<file path="src/rtl/peripheral_pkg.sv">
// Shared types and defaults for the debounced enter-key byte sequencer.
package peripheral_pkg;

  localparam int DEFAULT_DEBOUNCE_CYCLES = 16;
  localparam int DEFAULT_NUM_BYTES       = 8;
  localparam int INDEX_W                 = 4;

  typedef enum logic [1:0] {
    RELEASE,
    ARMED,
    PRESS,
    FIRE
  } state_e;

endpackage

</file>
<file path="src/rtl/peripheral_sync2.sv">
// Two-flop synchronizer bringing the raw pushbutton level into the clk domain.
module peripheral_sync2 (
  input  logic clk,
  input  logic reset,
  input  logic d_i,
  output logic q_o
);

  logic meta_q;
  logic sync_q;

  // NOTE: non-blocking assignments make meta_q and sync_q a real two-stage
  // shift; blocking ones would collapse them into a single flop.
  always_ff @(posedge clk or negedge reset) begin
    if (!reset) begin
      meta_q <= 1'b0;
      sync_q <= 1'b0;
    end else begin
      meta_q <= d_i;
      sync_q <= meta_q;
    end
  end

  assign q_o = sync_q;

endmodule

</file>
<file path="src/rtl/peripheral_enterseq.sv">
// Debounced enter key: one enterpulse per accepted press, stepping a byte
// index from 0 up to NUM_BYTES, then holding with operands_ready set.
module peripheral_enterseq
  import peripheral_pkg::*;
#(
  parameter int DEBOUNCE_CYCLES = DEFAULT_DEBOUNCE_CYCLES,
  parameter int NUM_BYTES       = DEFAULT_NUM_BYTES
) (
  input  logic               clk,
  input  logic               reset,
  input  logic               enter_btn,
  input  logic               clear,
  output logic               enterpulse,
  output logic [INDEX_W-1:0] datainput_i,
  output logic               operands_ready
);

  localparam int                 CNT_W    = $clog2(DEBOUNCE_CYCLES);
  localparam logic [CNT_W-1:0]   CNT_LAST = CNT_W'(DEBOUNCE_CYCLES - 1);
  localparam logic [INDEX_W-1:0] IDX_LAST = INDEX_W'(NUM_BYTES - 1);

  logic               btn_s;
  state_e             state_q;
  logic [CNT_W-1:0]   count_q;
  logic               pulse_q;
  logic [INDEX_W-1:0] idx_q;
  logic               ready_q;

  peripheral_sync2 u_sync (
    .clk   (clk),
    .reset (reset),
    .d_i   (enter_btn),
    .q_o   (btn_s)
  );

  // The counter only ever runs up to CNT_LAST before the state changes, so
  // it cannot wrap; PRESS refuses to reach FIRE once the sequence is full.
  always_ff @(posedge clk or negedge reset) begin
    if (!reset) begin
      state_q <= RELEASE;
      count_q <= '0;
      pulse_q <= 1'b0;
      idx_q   <= '0;
      ready_q <= 1'b0;
    end else if (clear) begin
      state_q <= RELEASE;
      count_q <= '0;
      pulse_q <= 1'b0;
      idx_q   <= '0;
      ready_q <= 1'b0;
    end else begin
      pulse_q <= 1'b0;
      case (state_q)
        RELEASE: begin
          if (btn_s) begin
            count_q <= '0;
          end else if (count_q == CNT_LAST) begin
            state_q <= ARMED;
            count_q <= '0;
          end else begin
            count_q <= count_q + 1'b1;
          end
        end
        ARMED: begin
          if (btn_s) begin
            state_q <= PRESS;
            count_q <= '0;
          end
        end
        PRESS: begin
          if (!btn_s) begin
            state_q <= ARMED;
            count_q <= '0;
          end else if (count_q == CNT_LAST) begin
            count_q <= '0;
            if (!ready_q) begin
              state_q <= FIRE;
              pulse_q <= 1'b1;
            end else begin
              state_q <= RELEASE;
            end
          end else begin
            count_q <= count_q + 1'b1;
          end
        end
        FIRE: begin
          state_q <= RELEASE;
          count_q <= '0;
          idx_q   <= idx_q + 1'b1;
          if (idx_q == IDX_LAST) ready_q <= 1'b1;
        end
        default: begin
          state_q <= RELEASE;
          count_q <= '0;
        end
      endcase
    end
  end

  assign enterpulse     = pulse_q;
  assign datainput_i    = idx_q;
  assign operands_ready = ready_q;

endmodule

</file>
<file path="config.mk">
export PLATFORM = sky130hd
export DESIGN_NAME = peripheral_enterseq
export DESIGN_NICKNAME = d
export VERILOG_FILES = /design/src/rtl/peripheral_pkg.sv /design/src/rtl/peripheral_sync2.sv /design/src/rtl/peripheral_enterseq.sv
export SDC_FILE = /design/constraint.sdc
export NUM_CORES = 1
export LEC_CHECK = 0
export BUFFER_PORTS_ARGS = -buffer_cell sky130_fd_sc_hd__buf_2
export CELL_PAD_IN_SITES_DETAIL_PLACEMENT = 1
export CELL_PAD_IN_SITES_GLOBAL_PLACEMENT = 2
export CORE_MARGIN = 5
export CORE_UTILIZATION = 34
export DETAILED_ROUTE_END_ITERATION = 16
export PLACE_DENSITY_LB_ADDON = 0.1
export SLEW_MARGIN = 15
export SYNTH_ARGS = -nofsm -noshare
export SYNTH_HDL_FRONTEND = slang
export SYNTH_SLANG_ARGS = --single-unit
</file>
<file path="constraint.sdc">
create_clock -name clk -period 1.9 [get_ports clk]
set_clock_uncertainty 0.05 [all_clocks]
set_input_delay 0.19 -clock clk [delete_from_list [all_inputs] [get_ports clk]]
set_output_delay 0.19 -clock clk [all_outputs]
set_load 0.01 [all_outputs]
</file>
==> results by stage, run 1 <==
Logic synthesis:
- In the synthesized netlist, mux cells make up 0% of the area.
- The leading area contributor after synthesis is dfrtp_1.
- The post-synthesis instance area is 700.7 µm².
- Synthesis inferred 14 register bits.
- The number of different library cells used by synthesis comes to 30.
- The most numerous cell in the Yosys netlist is dfrtp_1.
- Counting flops with a built-in enable in the synthesized netlist gives 0.
- The synthesized netlist devotes 4.821% of its cell area to XOR and XNOR gates.
- After synthesis, the cell types taking the most area are dfrtp_1 (50%), nand3_1 (5.0%), a21oi_1 (4.3%).
- The post-synthesis adder-cell area fraction is 3.571%.
- After synthesis, flip-flops and latches occupy between 50% and 60% of the total area.
- Counting every instance in the synthesized netlist gives 69.
- When the netlist entered floorplanning its net count stood at 75.
- Of all flip-flops after synthesis, the portion carrying an async set or reset was 100.0%.
- After synthesis, the mean cell area works out to 10.15 µm².
- The post-synthesis simple-gate area fraction is 24.46%.
- Among all flip-flop cells after synthesis, the most frequent one is dfrtp_1.
- By area, the combinational part of the netlist is dominated by simple AND/OR/NAND/NOR gates.
- During synthesis, Yosys emitted a total of 0 warnings.
- The synthesized design devotes to its leading area cell type 50.00% of total area.
- By count the netlist is led by dfrtp_1 (14), nand3_1 (7), a21oi_1 (6), nand2_1 (5), nor2_1 (5).
- Summing the areas of all compound-gate instances in the mapped netlist gives 12.86% of the synthesized area.

Cells and area:
- The number of fill cells in the layout is 239.
- In the final design database the tool counted 88 nets.
- The sequential cell area is 350.3 µm².
- From synthesis to final layout, the design area changed by 16.07%.
- The multi-input combinational cell area is ~320 µm².
- 0 antenna diodes ended up in the layout.
- The share of layout cells above drive strength 1 is 19.75%.

Detailed routing:
- The number of design-rule violations left by the first detailed-router iteration is 8.
- Summed over all nets, wire length on met2 after detailed routing comes to between 600 and 700 µm.
- The via count is 555.
- The routed design has ~1.4 mm of wire.
- Before antenna repair, the detailed router went through 4 iterations.
- After detailed routing, the wire length on met1 is 768 µm.
- In the routed layout, each cell is associated on average with a via count of a little over 5.
- The highest metal layer carrying signal wires in the routed design is met3.
- Dividing the detail-routed wire length by the instance count gives around 13 µm.
- The detailed-route DRC error count is 0.
- The detailed route wirelength on metal3 is 41 µm.
- The residual antenna-violating net count after detailed routing is 0.

Power and ir drop:
- Summing internal, switching and leakage power gives around 0.00055 W.
- The worst voltage drop across the vdd grid is 351.3 µV.
- The total power divided by cell area is between 600 and 700 nW/µm².
- Summed over all cells, the static leakage comes to 0.3610 nW.

STA:
- The worst path needs about 1.5 ns of the cycle, external delays included.
- Timing would allow up to 663.1 MHz.
- The post-route fraction of the period consumed by the critical path is 79.37%.
- Across all setup checks in the final design, the least slack found is 0.3920 ns.
- Setup repair after global routing left no endpoint under its margin.
- The final-report hold violation count came to 0.
- Setup violations remaining at the end of the flow were counted as 0.
- The final count of pins violating max slew is 0.
- Setup total negative slack on the finished layout was measured at 0 ns.
- The measured slew at the worst slew-check pin is 0.3922 ns.
- The worst pin sits at a relative slew slack of between 70% and 80%.

Hold path:
- The min-delay analysis places its worst path in the category in -> reg.

Floorplanning:
- In this run the standard cell core region covers about 2000 µm².
- The total I/O pin count is 10.
- The initialized floorplan defines 16 standard-cell rows.
- The floorplan die width is 55.40 µm.
- The vertical extent of the die is roughly 55 µm.
- The initial core utilization is between 30% and 40%.
- The area of the die is a little over 3000 µm².

Global route:
- The number of antenna violations at the first check in global routing is 0.
- The first global-routing pass estimated 2.608 mm of wire.
- The overall global routing resource usage is 10.56%.
- Global routing finished with a remaining overflow of 0.
- The number of global-route vias before repair is 555.
- Entering global routing, the biggest net connects 15 pins.

Critical path:
- Along the worst path, the maximum fanout reaches 11.
- The class of the most critical setup path is reg -> reg.
- The endpoint kind of the worst setup timing path is a flip-flop.
- The kind of start point of the critical path is a flip-flop.
- Data arrives at the worst endpoint at approximately 1.7 ns.
- Data on the critical path is required at its endpoint by 2.07 ns.

Clock network:
- Clock-pin slew was measured on the worst setup and hold paths at 0.09 ns.
- The total clock buffers created by CTS is 3.
- The post-CTS setup-driven buffer insertion count is 0.
- The total number of H-tree levels is 1.
- The TritonCTS sink count is 14.
- The root buffer selected by CTS is clkbuf_4.
- The clock tree buffer depth is 2.
- The count of hold buffers inserted by post-cts repair is 2.
- The clock tree from TritonCTS is yes.
- Gates resized during post-CTS repair numbered 0.
- The insertion delay of the later-clocked pin in the worst-skew pair is 0.28 ns.

Place:
- The worst setup slack after placement is approximately 0.41 ns.
- The number of I/O port buffers is 9.
- The HPWL reported at the end of detailed placement is roughly 1.1 mm.
- The congestion estimate from routability-driven global placement came to between 0.7 and 0.8.

Status:
- The flow ran to the end, and the final reports show no timing, DRC or antenna violations.

Run:
- The max-capacitance violation count is 0.
## power by group
| group | internal, W | switching, W |
|---|---|---|
| Combinational | 0.0000102 | 0.0000165 |
| Clock | 0.000117 | 0.000100 |
| Sequential | 0.000302 | 0.00000488 |
## per-stage QoR
stage | std cells | instance area (µm²) | utilization [%] | hold WS, ns
after global placement | 102 | 757.0 | 38.58 | 0.05148
after floorplan | 69 | 700.7 | - | -0.1556
after CTS | 108 | 813.3 | 41.45 | 0.1611
after global routing | 108 | 813.3 | 41.45 | 0.1603
after detailed placement | 102 | 757.0 | 38.58 | 0.05482
final | 108 | 813.3 | 41.45 | 0.1639
## state kept, by name (all words and copies together), names as in the netlist
signal / count
u_sync.q_o: 1
operands_ready: 1
count_q: 4
u_sync.meta_q: 1
datainput_i: 4
state_q: 2
enterpulse: 1
## cells by family after synthesis
family	Yosys count
buffers and inverters	5
AND/OR/NAND/NOR	30
XOR/XNOR	3
AO/OA/AOI/OAI	15
adder cells (fa/ha/maj)	2
flip-flops	14
## cell usage in the layout (no fill, tap or decap)
cell	count
a21o_1	1
a21o_2	1
a21oi_1	6
a31oi_1	1
a41oi_1	1
and3_1	1
buf_2	9
clkbuf_4	3
clkbuf_8	1
dfrtp_1	14
dlygate4sd3_1	2
ha_1	2
inv_1	2
nand2_1	5
nand2b_1	3
nand3_1	7
nand3b_1	1
nand4_1	1
nand4b_1	1
nor2_1	5
nor2b_1	1
nor3b_1	1
nor4_1	1
nor4b_2	1
o2111ai_1	1
o21ai_0	2
o21ai_1	2
or3_1	1
or4b_1	1
xnor2_2	1
xor2_1	2
## critical path, stage by stage (launching register included)
cell     delay (ns)
dfrtp_1        0.53
xnor2_2        0.32
or4b_1         0.46
nand3_1        0.09
## path summary, 6_finish.rpt
kind | cells after the start | to | slack [ns] | start
max | 3 | count_q[3] | 0.39 | state_q[1]
min | 2 | state_q[0] | 0.16 | clear
max reg2reg | 3 | count_q[3] | 0.39 | state_q[1]
min reg2reg | 0 | u_sync.q_o | 0.31 | u_sync.meta_q
max in group asynchronous | 2 | datainput_i[1] | 1.28 | reset
min in group asynchronous | 2 | count_q[3] | 0.28 | reset
## routing by layer
layer  GRT usage (%)  up-vias
li1                -      271
met1           15.53      278
met2           15.54        6
met3           2.098        0
met4           3.125        0
met5               0        -
## cell type report
type	count	share of cell area, %
timing repair buffer	11	8.000
sequential	14	43.08
tap	27	4.154
inverter	2	0.9231
clock buffer	4	4.462
multi-input combinational	50	39.38
Power figures use the tool's default switching activity.
==> run 2, diff against run 1 <==
--- a/config.mk
+++ b/config.mk
@@ -9,7 +9,7 @@
 export CELL_PAD_IN_SITES_DETAIL_PLACEMENT = 1
 export CELL_PAD_IN_SITES_GLOBAL_PLACEMENT = 2
 export CORE_MARGIN = 5
-export CORE_UTILIZATION = 34
+export CORE_UTILIZATION = 30
 export DETAILED_ROUTE_END_ITERATION = 16
 export PLACE_DENSITY_LB_ADDON = 0.1
 export SLEW_MARGIN = 15
==> constraint.sdc (replaced) <==
create_clock -name clk -period 1.2 [get_ports clk]
set_clock_uncertainty 0.05 [all_clocks]
set_input_delay 0.12 -clock clk [delete_from_list [all_inputs] [get_ports clk]]
set_output_delay 0.12 -clock clk [all_outputs]
set_load 0.01 [all_outputs]
==> run 2 against run 1 <==
Effect of this change:
- the flow now finishes with violations (setup timing)
- utilization increased by 2.8 points
- total power increased by 47%
- combinational power up 140%
- sequential cell count did not move
- worst setup slack worse by 0.44 ns
- sequential power grew 58%
- sequential share of layout area shrank 6.8 points
- die area is 11% higher
- via count up 12%
- global-route usage increased by 0.88 points
==> results by stage, run 2 (synthesis results as in run 1) <==
Place:
- Port buffering added 9 buffers.
- The HPWL after detailed placement is 1.276 mm.
- The congestion estimate from routability-driven global placement came to 0.6894.
- After detailed placement, the total cell area comes to 848.3 µm².
- The number of placed instances, taps included, is 115.

Hold path:
- In this run the worst hold path is classified as in -> reg.
- The startpoint of the lowest-slack hold path is clear.

Cells and area:
- The number of fill cells in the layout is 267.
- The final cell utilization of the core is 44.29%.
- The net count reported at finish is about 110.
- In the final layout, the multi-input gates occupy around 360 µm².
- The share of layout cells above drive strength 1 is about 43%.
- Leaving out fill and tap cells, the most frequent cells in the layout are buf_4 (16), dfrtp_1 (10), buf_2 (9).
- The number of antenna cells inserted is 0.
- The sequential cells in the finished layout cover a total of 355.3 µm².
- The count of cells in the finished layout, fillers not included, comes to 125.
- The final instance area is 979.7 µm².
- The most common library cell in the layout ignoring fill and taps is buf_4.
- The area growth from synthesis to layout is 39.82%.

STA:
- The maximum clock rate is approximately 800 MHz.
- The final-report hold violation count is 0.
- The final count of pins violating max slew is 0.
- Setup repair after global routing could not meet its margin everywhere.
- The final setup slack of the worst path is -0.05212 ns.
- At the pin with the least slew margin, the transition time is roughly 0.33 ns.
- Setup violations remaining at the end of the flow were counted as 3.
- The final critical-path required period is roughly 1.3 ns.
- After layout, the worst path uses 104.3% of the clock period.
- The headroom to the max-slew limit is around 80%.

Clock network:
- The total clock buffers created by CTS is 3.
- The clock tree from TritonCTS is yes.
- The root buffer selected by CTS is clkbuf_4.
- The total number of H-tree levels is 1.
- The longest clock path from root to sink contains 2 buffers.
- The insertion delay of the later-clocked pin in the worst-skew pair is between 0.2 and 0.3 ns.
- Clock-pin slew was measured on the worst setup and hold paths at 0.09 ns.
- The TritonCTS sink count is 14.

Power and ir drop:
- The design draws 0.0008106 W.
- For this design the total switching power over the nets is 0.0001854 W.
- The total power divided by cell area is 827.4 nW/µm².
- The internal power of the cells totals 0.0006252 W.
- The share of power burned in combinational logic is 7.9%.
- The fraction of power spent switching nets is ~23%.
- IR analysis of the VDD net gives a maximum drop of 578.0 µV.
- Summed over all cells, the static leakage comes to 0.4370 nW.
- The share of power burned in the clock network is 32.1%.
- The relative contribution of sequential cells to total power is 60.0%.

Run:
- The max-capacitance violation count is 0.

Global route:
- The wire length of the first global-routing pass is 2.856 mm.
- The total global routing overflow is 0.
- The number of antenna violations at the first check in global routing is 0.
- For this run, the total global-route usage over all layers was measured as 11.44%.
- The pin count of the biggest net entering global routing is 15.
- The number of global-route vias before repair is 643.

Detailed routing:
- The aggregate routed wire length is around 1.8 mm.
- Before antenna repair, the detailed router went through 4 iterations.
- The detailed-route wire length per cell is 14.03 µm.
- The via count is 621.
- The number of design-rule violations left by the first detailed-router iteration is 9.
- The mean number of vias per cell is 4.968.
- In this run the remaining antenna-violating nets after routing total 0.
- For this run, design rule violations remaining after detail routing come to 0.

Critical path:
- Broken down by cell family, the worst path's largest delay share belongs to simple AND/OR/NAND/NOR gates.
- In this run the worst setup path begins at state_q[1].
- STA classifies the critical path endpoint as a flip-flop.
- The kind of start point of the critical path is a flip-flop.
- For the worst setup path, the data arrival time is 1.42 ns.
- The highest cell delay on the worst timing path is 0.48 ns.
- The class of the most critical setup path is reg -> reg.
- Walking the worst path, the cells encountered are xnor2_2 -> or4b_1 -> nand3_1.
- The slowest stage of the critical path belongs to the cell dfrtp_2.
- In this run the critical register-to-register path is launched from state_q[1].
- The critical path contains buffers and inverters numbering 0 combined.
- Across all register-to-register paths, the minimum setup slack is -0.05 ns.
- Data on the critical path is required at its endpoint by 1.37 ns.
- Of all nets on the critical path, the largest fanout is 6.

Floorplanning:
- The area inside the core boundary is 2212 µm².
- The die covers 3402 µm².
- The initial core utilization is 31.67%.
- Row generation in the floorplan step produced 17 rows.
- In this run the vertical extent of the chip is 58.33 µm.
- Measured along the x axis, the die boundary spans approximately 58 µm.
- The total I/O pin count is 10.

Status:
- The checks that failed: setup timing.
- The run finished, with violations left.
[run 2: cell count changes in the layout (fill, tap and decap cells not counted), moves of 2 or more]
cell     change
buf_4       +16
dfrtp_1      -4
dfrtp_2      +4
ha_1         -2
[run 2: cell type report]
type | instances | area share, %
Inverter | 2 | 0.7663
Timing Repair Buffer | 28 | 20.05
Clock buffer | 3 | 2.299
Tap cell | 28 | 3.576
Multi-Input combinational cell | 50 | 37.04
Sequential cell | 14 | 36.27
[run 2: per-layer routing]
layer / up-vias / GRT usage [%] / wire (µm)
met2: 6 / 20.57 / 962
met5: - / 0 / 0
met1: 306 / 12.35 / 709
met3: 2 / 2.632 / 66
met4: 0 / 5.960 / 15
li1: 307 / - / -
[run 2: what timing repair did]
action	in CTS	in global routing
hold buffers	2	0
setup endpoints to repair	7	7
resized for setup	5	8
pin swaps	4	5
setup buffers	4	2
hold endpoints to repair	15	0
[run 2: power groups by stage]
stage	registers, W	logic [W]	clock network [W]
6_report	0.000486	0.0000642	0.000260
5_1_grt	0.000488	0.0000725	0.000298
3_5_place_dp	0.000494	0.0000487	0
4_1_cts	0.000485	0.0000635	0.000281
2_1_floorplan	0.000494	0.0000196	0
3_3_place_gp	0.000494	0.0000481	0
[run 2: final timing paths]
path	cells past startpoint	end
setup / recovery	3	count_q[3]
hold / removal	2	datainput_i[1]
setup reg to reg	3	count_q[3]
hold reg to reg	0	u_sync.q_o
max in group asynchronous	2	state_q[1]
min in group asynchronous	2	count_q[2]
[run 2: stage by stage]
step           TNS [ns]  worst slack [ns]  hold WS [ns]
5_1_grt         -0.3346          -0.08998        0.1401
4_1_cts        -0.09735          -0.04518        0.1048
6_report        -0.1213          -0.05212        0.1341
2_1_floorplan  -0.08791          -0.08791       -0.2256
3_3_place_gp    -0.2225          -0.08269     -0.005419
3_5_place_dp    -0.2771           -0.1023     -0.009408
==> run 3, diff against run 2 <==
--- a/config.mk
+++ b/config.mk
@@ -10,8 +10,9 @@
 export CELL_PAD_IN_SITES_GLOBAL_PLACEMENT = 2
 export CORE_MARGIN = 5
 export CORE_UTILIZATION = 30
+export CTS_CLUSTER_DIAMETER = 150
 export DETAILED_ROUTE_END_ITERATION = 16
-export PLACE_DENSITY_LB_ADDON = 0.1
+export PLACE_DENSITY_LB_ADDON = 0.12
 export SLEW_MARGIN = 15
 export SYNTH_ARGS = -nofsm -noshare
 export SYNTH_HDL_FRONTEND = slang
==> run 3 against run 2 <==
Effect of this change:
- the flow still finishes with violations (setup timing)
- via count rose by 0.64%
- sequential cell count did not move
- routed wire length rose by 2.1%
- count of clock-buffer cells in the layout did not move
- register-to-register slack barely moved
- global-route usage rose by 0.69 points
- non-clock buffer count rose by 1
- clock power barely moved
- critical endpoint is now count_q[2]
- highest routed layer unchanged
==> results by stage, run 3 (synthesis results as in run 1) <==
Power and ir drop:
- Net switching is 22.89% of the power.
- Of the total power, the clock network draws 32.0%.
- The analysis attributes to cell leakage a power of 0.4607 nW.
- The total power divided by cell area is 804.9 nW/µm².
- The internal power consumption is 0.0006251 W.
- The worst-case IR drop observed on VDD is 521.8 µV.
- The share of power burned in combinational logic is 8.1%.
- Summed over all nets, the switching power comes to 0.0001856 W.
- The relative contribution of sequential cells to total power is about three fifths.

Hold path:
- The path class of the tightest hold or removal check is in -> reg.
- The worst hold path begins at clear.
- The worst-case hold path end point is datainput_i[0].
- The cell depth of the worst min-delay path is 2.

Critical path:
- The endpoint kind of the worst setup timing path is a flip-flop.
- STA puts the critical path data required time at 1.35 ns.
- The largest driver fanout on the critical path is 3.
- The kind of start point of the critical path is a flip-flop.
- Counting cells, the worst reg-to-reg path comes to 4.
- The class of the most critical setup path is reg -> reg.
- The flop-to-flop setup slack is -0.04 ns.
- Data arrives at the worst endpoint at 1.39 ns.
- In this run the critical register-to-register path is launched from u_sync.q_o.
- In this run the critical register-to-register path is captured at count_q[2].

Global route:
- The met2 usage in global routing is about 22%.
- The number of global-route vias before repair was 707.
- The pin count of the biggest net entering global routing is 15.
- The most crowded layer after global routing is met2.
- The met1 demand-to-capacity share in global routing is 12.75%.
- Global routing used between 10 and 15% of the available tracks across all layers.
- The number of antenna violations at the first check in global routing is 0.
- The wire length of the first global-routing pass is 3.098 mm.
- Global routing used roughly 2.2% of the available met3 tracks.
- For this run the aggregate overflow at the end of global routing stands at 0.

Detailed routing:
- The mean number of vias per cell is roughly 5.
- In the routed design, unresolved DRC markers number 0.
- The first detailed-routing pass took 4 iterations.
- The aggregate routed wire length is roughly 1.8 mm.
- In the final routed layout, each cell accounts on average for around 14 µm.
- The count of nets left with antenna violations once routing finished came out at 0.
- For this block, the initial DRC count from the detailed router was 1.
- Across all layers, the routed design uses 625 vias.

STA:
- The final critical path takes up 103.5% of the cycle.
- Measured against its own limit, the worst slew margin works out to between 70% and 80%.
- Hold is met by 0.1197 ns.
- Setup repair after global routing could not meet its margin everywhere.
- In the final timing run, aggregate negative setup slack is -0.08295 ns.
- The total setup violations reported at the end of the flow is 3.
- The final setup slack of the worst path is -0.04194 ns.
- The final critical-path required period is 1.242 ns.
- Timing would allow up to around 810 MHz.
- The measured slew at the worst slew-check pin is 0.3329 ns.
- The final-report hold violation count is 0.
- The final count of pins violating max slew is 0.

Floorplanning:
- For this configuration, the core starts out at a cell density of 31.67%.
- The die covers approximately 3400 µm².
- The area inside the core boundary is 2212 µm².
- The floorplan die width is 58.33 µm.
- The total I/O pin count is 10.
- In this run the core area contains 17 standard-cell rows.
- The die is 58.33 µm tall.

Place:
- After detailed placement, the total cell area comes to 870.8 µm².
- The final weighted congestion in routability-driven placement is 0.6978.
- The HPWL reported at the end of detailed placement is 1.271 mm.
- Input and output buffers added on the ports amount to 9.

Clock network:
- Clock-pin slew was measured on the worst setup and hold paths at 0.08 ns.
- In this run the number of H-tree levels came out at 1.
- The clock tree from TritonCTS is yes.
- The total clock buffers created by CTS is 3.
- The root buffer selected by CTS is clkbuf_4.
- The longest clock path from root to sink contains 2 buffers.
- The insertion delay of the later-clocked pin in the worst-skew pair is 0.27 ns.
- The TritonCTS sink count is 14.

Cells and area:
- The final cell utilization of the core is 45.53%.
- Leaving out fill and tap cells, the most frequent cell in the layout is buf_4.
- The share of layout cells above drive strength 1 is 44.90%.
- After routing the design area is 1007 µm².
- In the layout the commonest cells are buf_4 (15), dfrtp_1 (11), buf_2 (9).
- 0 antenna diodes ended up in the layout.
- Compared with the post-synthesis result, the final layout area differs by 43.75%.
- Counting the fill cells in the layout gives 263.
- After the last flow step, the layout net total stands at 106.

Run:
- Across the run, the number of max-cap violations was 0.

Status:
- The run finished, with violations left.
- The checks that failed: setup timing.
-- run 3: how the worst max path moves through the flow --
stage	from	slack (ns)	end
after global routing	u_sync.q_o	-0.11	count_q[3]
after CTS	u_sync.q_o	-0.08	count_q[2]
after detailed placement	state_q[1]	-0.17	count_q[2]
final	u_sync.q_o	-0.04	count_q[2]
after global placement	state_q[1]	-0.19	count_q[2]
after floorplan	u_sync.q_o	-0.09	count_q[3]
-- run 3: area by class of cell --
type	count	area [µm²]	share of cell area, %
Timing Repair Buffer	29	211.5	20.99
Clock buffer	3	22.52	2.236
Sequential cell	14	354.1	35.16
Inverter	2	7.507	0.7453
Tap cell	28	35.03	3.478
Multi-Input combinational cell	50	376.6	37.39
-- run 3: metrics by stage --
step	instances	total power (W)	setup WS, ns
floorplan	69	0.0005132	-0.08791
finish	126	0.0008107	-0.04194
global placement	118	0.0005461	-0.1896
global route	126	0.0008519	-0.1082
CTS	125	0.0008208	-0.07817
detailed placement	118	0.0005456	-0.1737
-- run 3: critical path: stages (launching register included) --
cell and delay (ns):
dfrtp_1 0.43, buf_6 0.14, nor4b_4 0.32, a31oi_1 0.08, o21ai_1 0.15
-- run 3: repair_timing --
action                                  4_1_cts  5_1_grt
pin swaps                                     5        9
setup buffers                                 2        1
hold buffers                                  2        0
endpoints found under the setup margin        7       11
gates resized for setup                       6       12
hold endpoints to repair                     15        0
-- run 3: routing by layer --
metal | part of all wire, % | up-vias
met1 | 39 | 304
met5 | 0 | -
met3 | 3.2 | 4
li1 | - | 309
met2 | 56 | 8
met4 | 2.0 | 0
-- run 3: power groups by stage --
stage          clock [W]  sequential, W  combinational, W
2_1_floorplan          0       0.000494         0.0000196
3_3_place_gp           0       0.000493         0.0000527
3_5_place_dp           0       0.000493         0.0000523
4_1_cts         0.000273       0.000484         0.0000631
5_1_grt         0.000292       0.000487         0.0000733
6_report        0.000260       0.000486         0.0000653
